==> src/rtl/gb_apu_pkg.sv <==
// Shared APU definitions: noise divider base table, divider width and the
// envelope direction type used by every channel with a volume envelope.
package gb_apu_pkg;

    localparam int DIV_W  = 21;
    // Shift values at or above this freeze the LFSR entirely.
    localparam int S_STOP = 14;

    // D(r): 8 for r = 0, otherwise 16*r; index with freq_dividing_ratio.
    localparam logic [7:0][7:0] DIV_BASE = {8'd112, 8'd96, 8'd80, 8'd64,
                                            8'd48,  8'd32, 8'd16, 8'd8};

    typedef enum logic {
        ENV_DEC = 1'b0,
        ENV_INC = 1'b1
    } env_dir_e;

    function automatic logic [DIV_W-1:0] div_period(input logic [2:0] r,
                                                    input logic [3:0] s);
        return DIV_W'(DIV_BASE[r]) << s;
    endfunction

endpackage

==> src/rtl/gb_apu_volume_envelope.sv <==
// Volume envelope: loads on trigger, steps volume by one every
// num_sweeps ticks in the latched direction, saturating at both ends.
module gb_apu_volume_envelope
    import gb_apu_pkg::*;
#(
    parameter int VOL_WIDTH = 4,
    parameter int ENV_WIDTH = 3
) (
    input  logic                 clk,
    input  logic                 rst_n,
    input  logic                 trigger,
    input  logic                 tick,
    input  logic [VOL_WIDTH-1:0] initial_volume,
    input  env_dir_e             dir,
    input  logic [ENV_WIDTH-1:0] num_sweeps,
    output logic [VOL_WIDTH-1:0] volume
);

    localparam logic [VOL_WIDTH-1:0] VOL_MAX = '1;

    logic [VOL_WIDTH-1:0] vol_q, vol_d;
    logic [ENV_WIDTH-1:0] timer_q, timer_d;
    logic [ENV_WIDTH-1:0] period_q, period_d;
    env_dir_e             dir_q, dir_d;

    always_comb begin
        vol_d    = vol_q;
        timer_d  = timer_q;
        period_d = period_q;
        dir_d    = dir_q;
        if (trigger) begin
            vol_d    = initial_volume;
            timer_d  = num_sweeps;
            period_d = num_sweeps;
            dir_d    = dir;
        end else if (tick && (period_q != '0)) begin
            if (timer_q <= ENV_WIDTH'(1)) begin
                timer_d = period_q;
                if (dir_q == ENV_INC) begin
                    if (vol_q != VOL_MAX) vol_d = vol_q + 1'b1;
                end else if (vol_q != '0) begin
                    vol_d = vol_q - 1'b1;
                end
            end else begin
                timer_d = timer_q - 1'b1;
            end
        end
    end

    always_ff @(posedge clk or negedge rst_n) begin
        if (!rst_n) begin
            vol_q    <= '0;
            timer_q  <= '0;
            period_q <= '0;
            dir_q    <= ENV_DEC;
        end else begin
            vol_q    <= vol_d;
            timer_q  <= timer_d;
            period_q <= period_d;
            dir_q    <= dir_d;
        end
    end

    assign volume = vol_q;

endmodule

==> src/rtl/gb_apu_channel_noise_param.sv <==
// Noise channel: LFSR clocked by a programmable divider, length counter
// and volume envelope; level is the volume gated by LFSR bit 0.
module gb_apu_channel_noise_param
    import gb_apu_pkg::*;
#(
    parameter int LFSR_WIDTH = 15,
    parameter int SHORT_TAP  = 7,
    parameter int LEN_WIDTH  = 6,
    parameter int VOL_WIDTH  = 4,
    parameter int ENV_WIDTH  = 3
) (
    input  logic                 clk,
    input  logic                 reset_n,
    input  logic                 clk_length_ctr,
    input  logic                 clk_vol_env,
    input  logic [LEN_WIDTH-1:0] length,
    input  logic [VOL_WIDTH-1:0] initial_volume,
    input  logic                 envelope_increasing,
    input  logic [ENV_WIDTH-1:0] num_envelope_sweeps,
    input  logic [3:0]           shift_clock_freq,
    input  logic                 counter_width,
    input  logic [2:0]           freq_dividing_ratio,
    input  logic                 start,
    input  logic                 single,
    output logic [VOL_WIDTH-1:0] level,
    output logic                 enable
);

    logic [LFSR_WIDTH-1:0] lfsr_q, lfsr_d;
    logic [DIV_W-1:0]      div_q, div_d;
    // One extra bit so a full 2^LEN_WIDTH count fits.
    logic [LEN_WIDTH:0]    len_q, len_d;
    logic                  enable_q, enable_d;
    logic [LEN_WIDTH-1:0]  len_load;
    logic [VOL_WIDTH-1:0]  volume;
    logic                  fb;
    logic                  lfsr_run;

    gb_apu_volume_envelope #(
        .VOL_WIDTH(VOL_WIDTH),
        .ENV_WIDTH(ENV_WIDTH)
    ) u_env (
        .clk           (clk),
        .rst_n         (reset_n),
        .trigger       (start),
        .tick          (clk_vol_env),
        .initial_volume(initial_volume),
        .dir           (env_dir_e'(envelope_increasing)),
        .num_sweeps    (num_envelope_sweeps),
        .volume        (volume)
    );

    always_comb begin
        lfsr_d   = lfsr_q;
        div_d    = div_q;
        len_d    = len_q;
        enable_d = enable_q;
        len_load = '0 - length;
        fb       = lfsr_q[0] ^ lfsr_q[1];
        lfsr_run = enable_q && (shift_clock_freq < 4'(S_STOP));
        if (start) begin
            lfsr_d   = '1;
            div_d    = div_period(freq_dividing_ratio, shift_clock_freq) - 1'b1;
            len_d    = (len_load == '0) ? {1'b1, {LEN_WIDTH{1'b0}}} : {1'b0, len_load};
            enable_d = (initial_volume != '0) || envelope_increasing;
        end else begin
            if (lfsr_run) begin
                if (div_q == '0) begin
                    lfsr_d = {fb, lfsr_q[LFSR_WIDTH-1:1]};
                    if (counter_width) lfsr_d[SHORT_TAP-1] = fb;
                    div_d = div_period(freq_dividing_ratio, shift_clock_freq) - 1'b1;
                end else begin
                    div_d = div_q - 1'b1;
                end
            end
            if (clk_length_ctr && single && (len_q != '0)) begin
                len_d = len_q - 1'b1;
                if (len_q == (LEN_WIDTH+1)'(1)) enable_d = 1'b0;
            end
        end
    end

    always_ff @(posedge clk or negedge reset_n) begin
        if (!reset_n) begin
            lfsr_q   <= '1;
            div_q    <= '0;
            len_q    <= '0;
            enable_q <= 1'b0;
        end else begin
            lfsr_q   <= lfsr_d;
            div_q    <= div_d;
            len_q    <= len_d;
            enable_q <= enable_d;
        end
    end

    assign level  = (enable_q && !lfsr_q[0]) ? volume : '0;
    assign enable = enable_q;

endmodule

==> config.mk <==
export PLATFORM = sky130hd
export DESIGN_NAME = gb_apu_channel_noise_param
export DESIGN_NICKNAME = d
export VERILOG_FILES = /design/src/rtl/gb_apu_pkg.sv /design/src/rtl/gb_apu_volume_envelope.sv /design/src/rtl/gb_apu_channel_noise_param.sv
export SDC_FILE = /design/constraint.sdc
export NUM_CORES = 1
export LEC_CHECK = 0
export CORE_ASPECT_RATIO = 0.75
export CORE_MARGIN = 3
export CORE_UTILIZATION = 24
export DETAILED_ROUTE_END_ITERATION = 8
export SYNTH_ARGS = -nofsm -noshare
export SYNTH_HDL_FRONTEND = slang
export SYNTH_HIERARCHICAL = 1
export SYNTH_SLANG_ARGS = --single-unit
==> constraint.sdc <==
create_clock -name clk -period 3.1 [get_ports clk]
set_input_delay 0.93 -clock clk [delete_from_list [all_inputs] [get_ports clk]]
set_output_delay 0.93 -clock clk [all_outputs]
set_load 0.01 [all_outputs]
==> summary.md <==
| Metric | Value |
|---|---|
| Status | `finished clean` |
| Finish-stage setup viols | `0` |
| R2R Path Start | `div_q[13]` |
| Via/cell ratio | `4.93` |
| Hold Fails Final Rpt | `0` |
| Dpl ws | `-0.253 ns` |
| Mapped Nets | `573` |
| Number of clock sinks | `55` |
| RR Endpoint | `lfsr_q[6]` |
| Syn Std Cell Area | `0.00430 mm²` |
| All-Layer GR Usage | `11.7%` |
| Starting density of the core | `25.0%` |
| Main synth FF type | `dfrtp_1` |
| Dominant cells by area after synthesis | `dfrtp_1 (23%), dfstp_2 (9.2%), o21ai_0 (6.5%)` |
| Gr ovfl total | `0` |
| H-tree Lvls | `2` |
| Hold Crit Class | `reg -> reg` |
| Final net count | `647` |
| Final core utilization | `31.9%` |
| Clock Pin Slew Worst Setup and Hold Paths | `0.06 ns` |
| Total Neg Setup Slack | `0 ns` |
| Tightest Pin Transition | `0.684 ns` |
| Clk_skew | `0.00776 ns` |
| Die H | `122 µm` |
| Final worst slack | `0.125 ns` |
| Non-Filler Instances | `844` |
| Final ANT Viol Nets | `0` |
| R2r setup slk | `0.64 ns` |
| Top-count cell post-synth | `nand2_1` |
| Average wire per standard cell | `13.7 µm` |
| Setup crit start kind | `input port` |
| Pwr dens | `396 mW/mm²` |
| CP arrival | `3.15 ns` |
| Yosys cell types | `76` |
| Global-route wire length before repair | `19.4 mm` |
| MaxCap Viol Count | `0` |
| Cts bufs inserted | `5` |
| Crit-path max FO | `13` |
| Router iterations before antenna repair | `4` |
| Total Wirelength | `11.6 mm` |
| Fmax achieved | `336 MHz` |
| Yosys top cell by area | `dfrtp_1` |
| EDFF count, synth | `0` |
| Slew HR | `54.2%` |
| Static Leak | `2.15 nW` |
| # diodes | `0` |
| Vias in the first global route | `3828` |
| IO Count | `33` |
| Kind of critical path | `in -> reg` |
| Final cycle utilization of the critical path | `96.0%` |
| Worst Setup End Kind | `flip-flop` |
| Worst Reg-to-Reg Cells | `7` |
| Sequential share of the synthesized area | `32.5%` |
| Die width | `161 µm` |
| Async SR Flop Fraction | `100%` |
| Area Growth Syn to Fin | `27.6%` |
| # DRC | `0` |
| Iter 0 DRT Violations | `333` |
| FF+latch count, synth | `55` |
| CTS tree | `built` |
| Share of the synthesized area in the top cell type | `23.3%` |
| Share of cells above drive strength 1 | `18.6%` |
| Routability cong. | `0.862` |
| Worst EP required | `3.27 ns` |
| Post-Syn Area per Cell | `8.06 µm²` |
| Commonest cells in the netlist | `nand2_1 (70), o21ai_0 (56), dfrtp_1 (40)` |
| Row cnt | `41` |
| Vias | `4157` |
| Initial antenna violation count | `0` |
| Buffer type at the clock tree root | `clkbuf_16` |
| Mapped Cells | `533` |
| Hold_buf cts | `0` |
| Clock Latency Late Sink | `0.29 ns` |
| CORE AREA | `0.0172 mm²` |
| Hold Crit Depth | `2` |
| Yosys warns | `6` |
| Min-Delay Endpoint | `lfsr_q[7]` |
| IO Port Bufs | `32` |
| DP HPWL | `8.78 mm` |
| Hold Startpoint | `lfsr_q[7]` |
| Placed cell count | `836` |
| Pwr Total | `2.17 mW` |
| Crit path time final | `2.98 ns` |
| VDD IR max | `0.173 mV` |
| Die Area | `0.0196 mm²` |
| Max Buffers Root-to-Sink | `2` |
| Crit. Startpoint | `freq_dividing_ratio[1]` |
| Pin count of the biggest net entering global routing | `35` |
| Final slew viol count | `0` |
| # fillers | `1768` |
-- area by class of cell --
cell class	instances	area, µm²	share of cell area [%]
inverters	21	78.8	1.44
well taps	236	295	5.39
flip-flops and latches	55	1400	25.4
multi-input cells	426	2680	49.0
clock buffers	8	156	2.85
repair buffers	98	873	15.9
-- flip-flops by register name, indices dropped and copies added (netlist names) --
name / cells
u_env/volume: 4
u_env/timer_q: 3
u_env/period_q: 3
u_env/dir_q: 1
div_q: 21
len_q: 7
enable: 1
lfsr_q: 15
-- where the power goes --
part	internal [mW]	switching, mW	total [mW]
Clock	0.345	0.253	0.597
Combinational	0.294	0.330	0.624
Sequential	0.844	0.104	0.948
Total	1.48	0.686	2.17
-- through the flow --
stage	hold WS [ns]	instance area (µm²)
after floorplan	0.432	4300
after global placement	0.441	5300
after detailed placement	0.443	5300
after CTS	0.449	5460
after global routing	0.451	5480
final	0.448	5480
-- worst max path at each step --
stage / to / slack [ns]
floorplan: div_q[17] / 0.05
detailed placement: div_q[15] / -0.25
CTS: div_q[9] / 0.06
global route: div_q[17] / -0.01
finish: div_q[19] / 0.12
global placement: div_q[15] / -0.26
-- worst max-delay path, stage by stage --
cell and delay [ns]:
clkdlybuf4s50_1 0.57, buf_12 0.16, buf_4 0.13, mux2i_1 0.09
buf_4 0.16, mux2_2 0.29, nor3_1 0.38, buf_4 0.20
and4_1 0.18, nor3_1 0.04
-- logic make-up (layout without fill, tap and decap cells) --
| family | Yosys count | in the layout | synth area share, % |
|---|---|---|---|
| simple gates | 208 | 208 | 24.7 |
| flops | 55 | 55 | 32.5 |
| buf+inv | 52 | 127 | 5.68 |
| mux | 8 | 8 | 1.98 |
| compound gates | 181 | 181 | 28.0 |
| xor+xnor | 17 | 17 | 3.47 |
| fa+ha+maj | 12 | 12 | 3.67 |
-- what timing repair did --
action	in CTS	in global routing
gates resized for setup	0	6
setup endpoints to repair	0	6
buffers inserted	0	0
-- layer usage --
metal	global-route usage, %	up-vias	routed length [µm]
met5	0	-	0
met3	2.11	9	581
met1	18.6	1949	6050
met4	2.28	0	120
li1	-	2105	-
met2	16.3	94	4810
-- placed cells by master (no fill, tap or decap), types with 15 or more instances in the layout --
cell type / n
a21oi_1: 39
buf_4: 61
clkdlybuf4s50_1: 31
dfrtp_1: 40
dfstp_2: 15
inv_1: 21
nand2_1: 70
nand3_1: 15
nor2_1: 34
nor3_1: 23
o21ai_0: 55
Note: power is estimated with default switching activity, not from simulation.
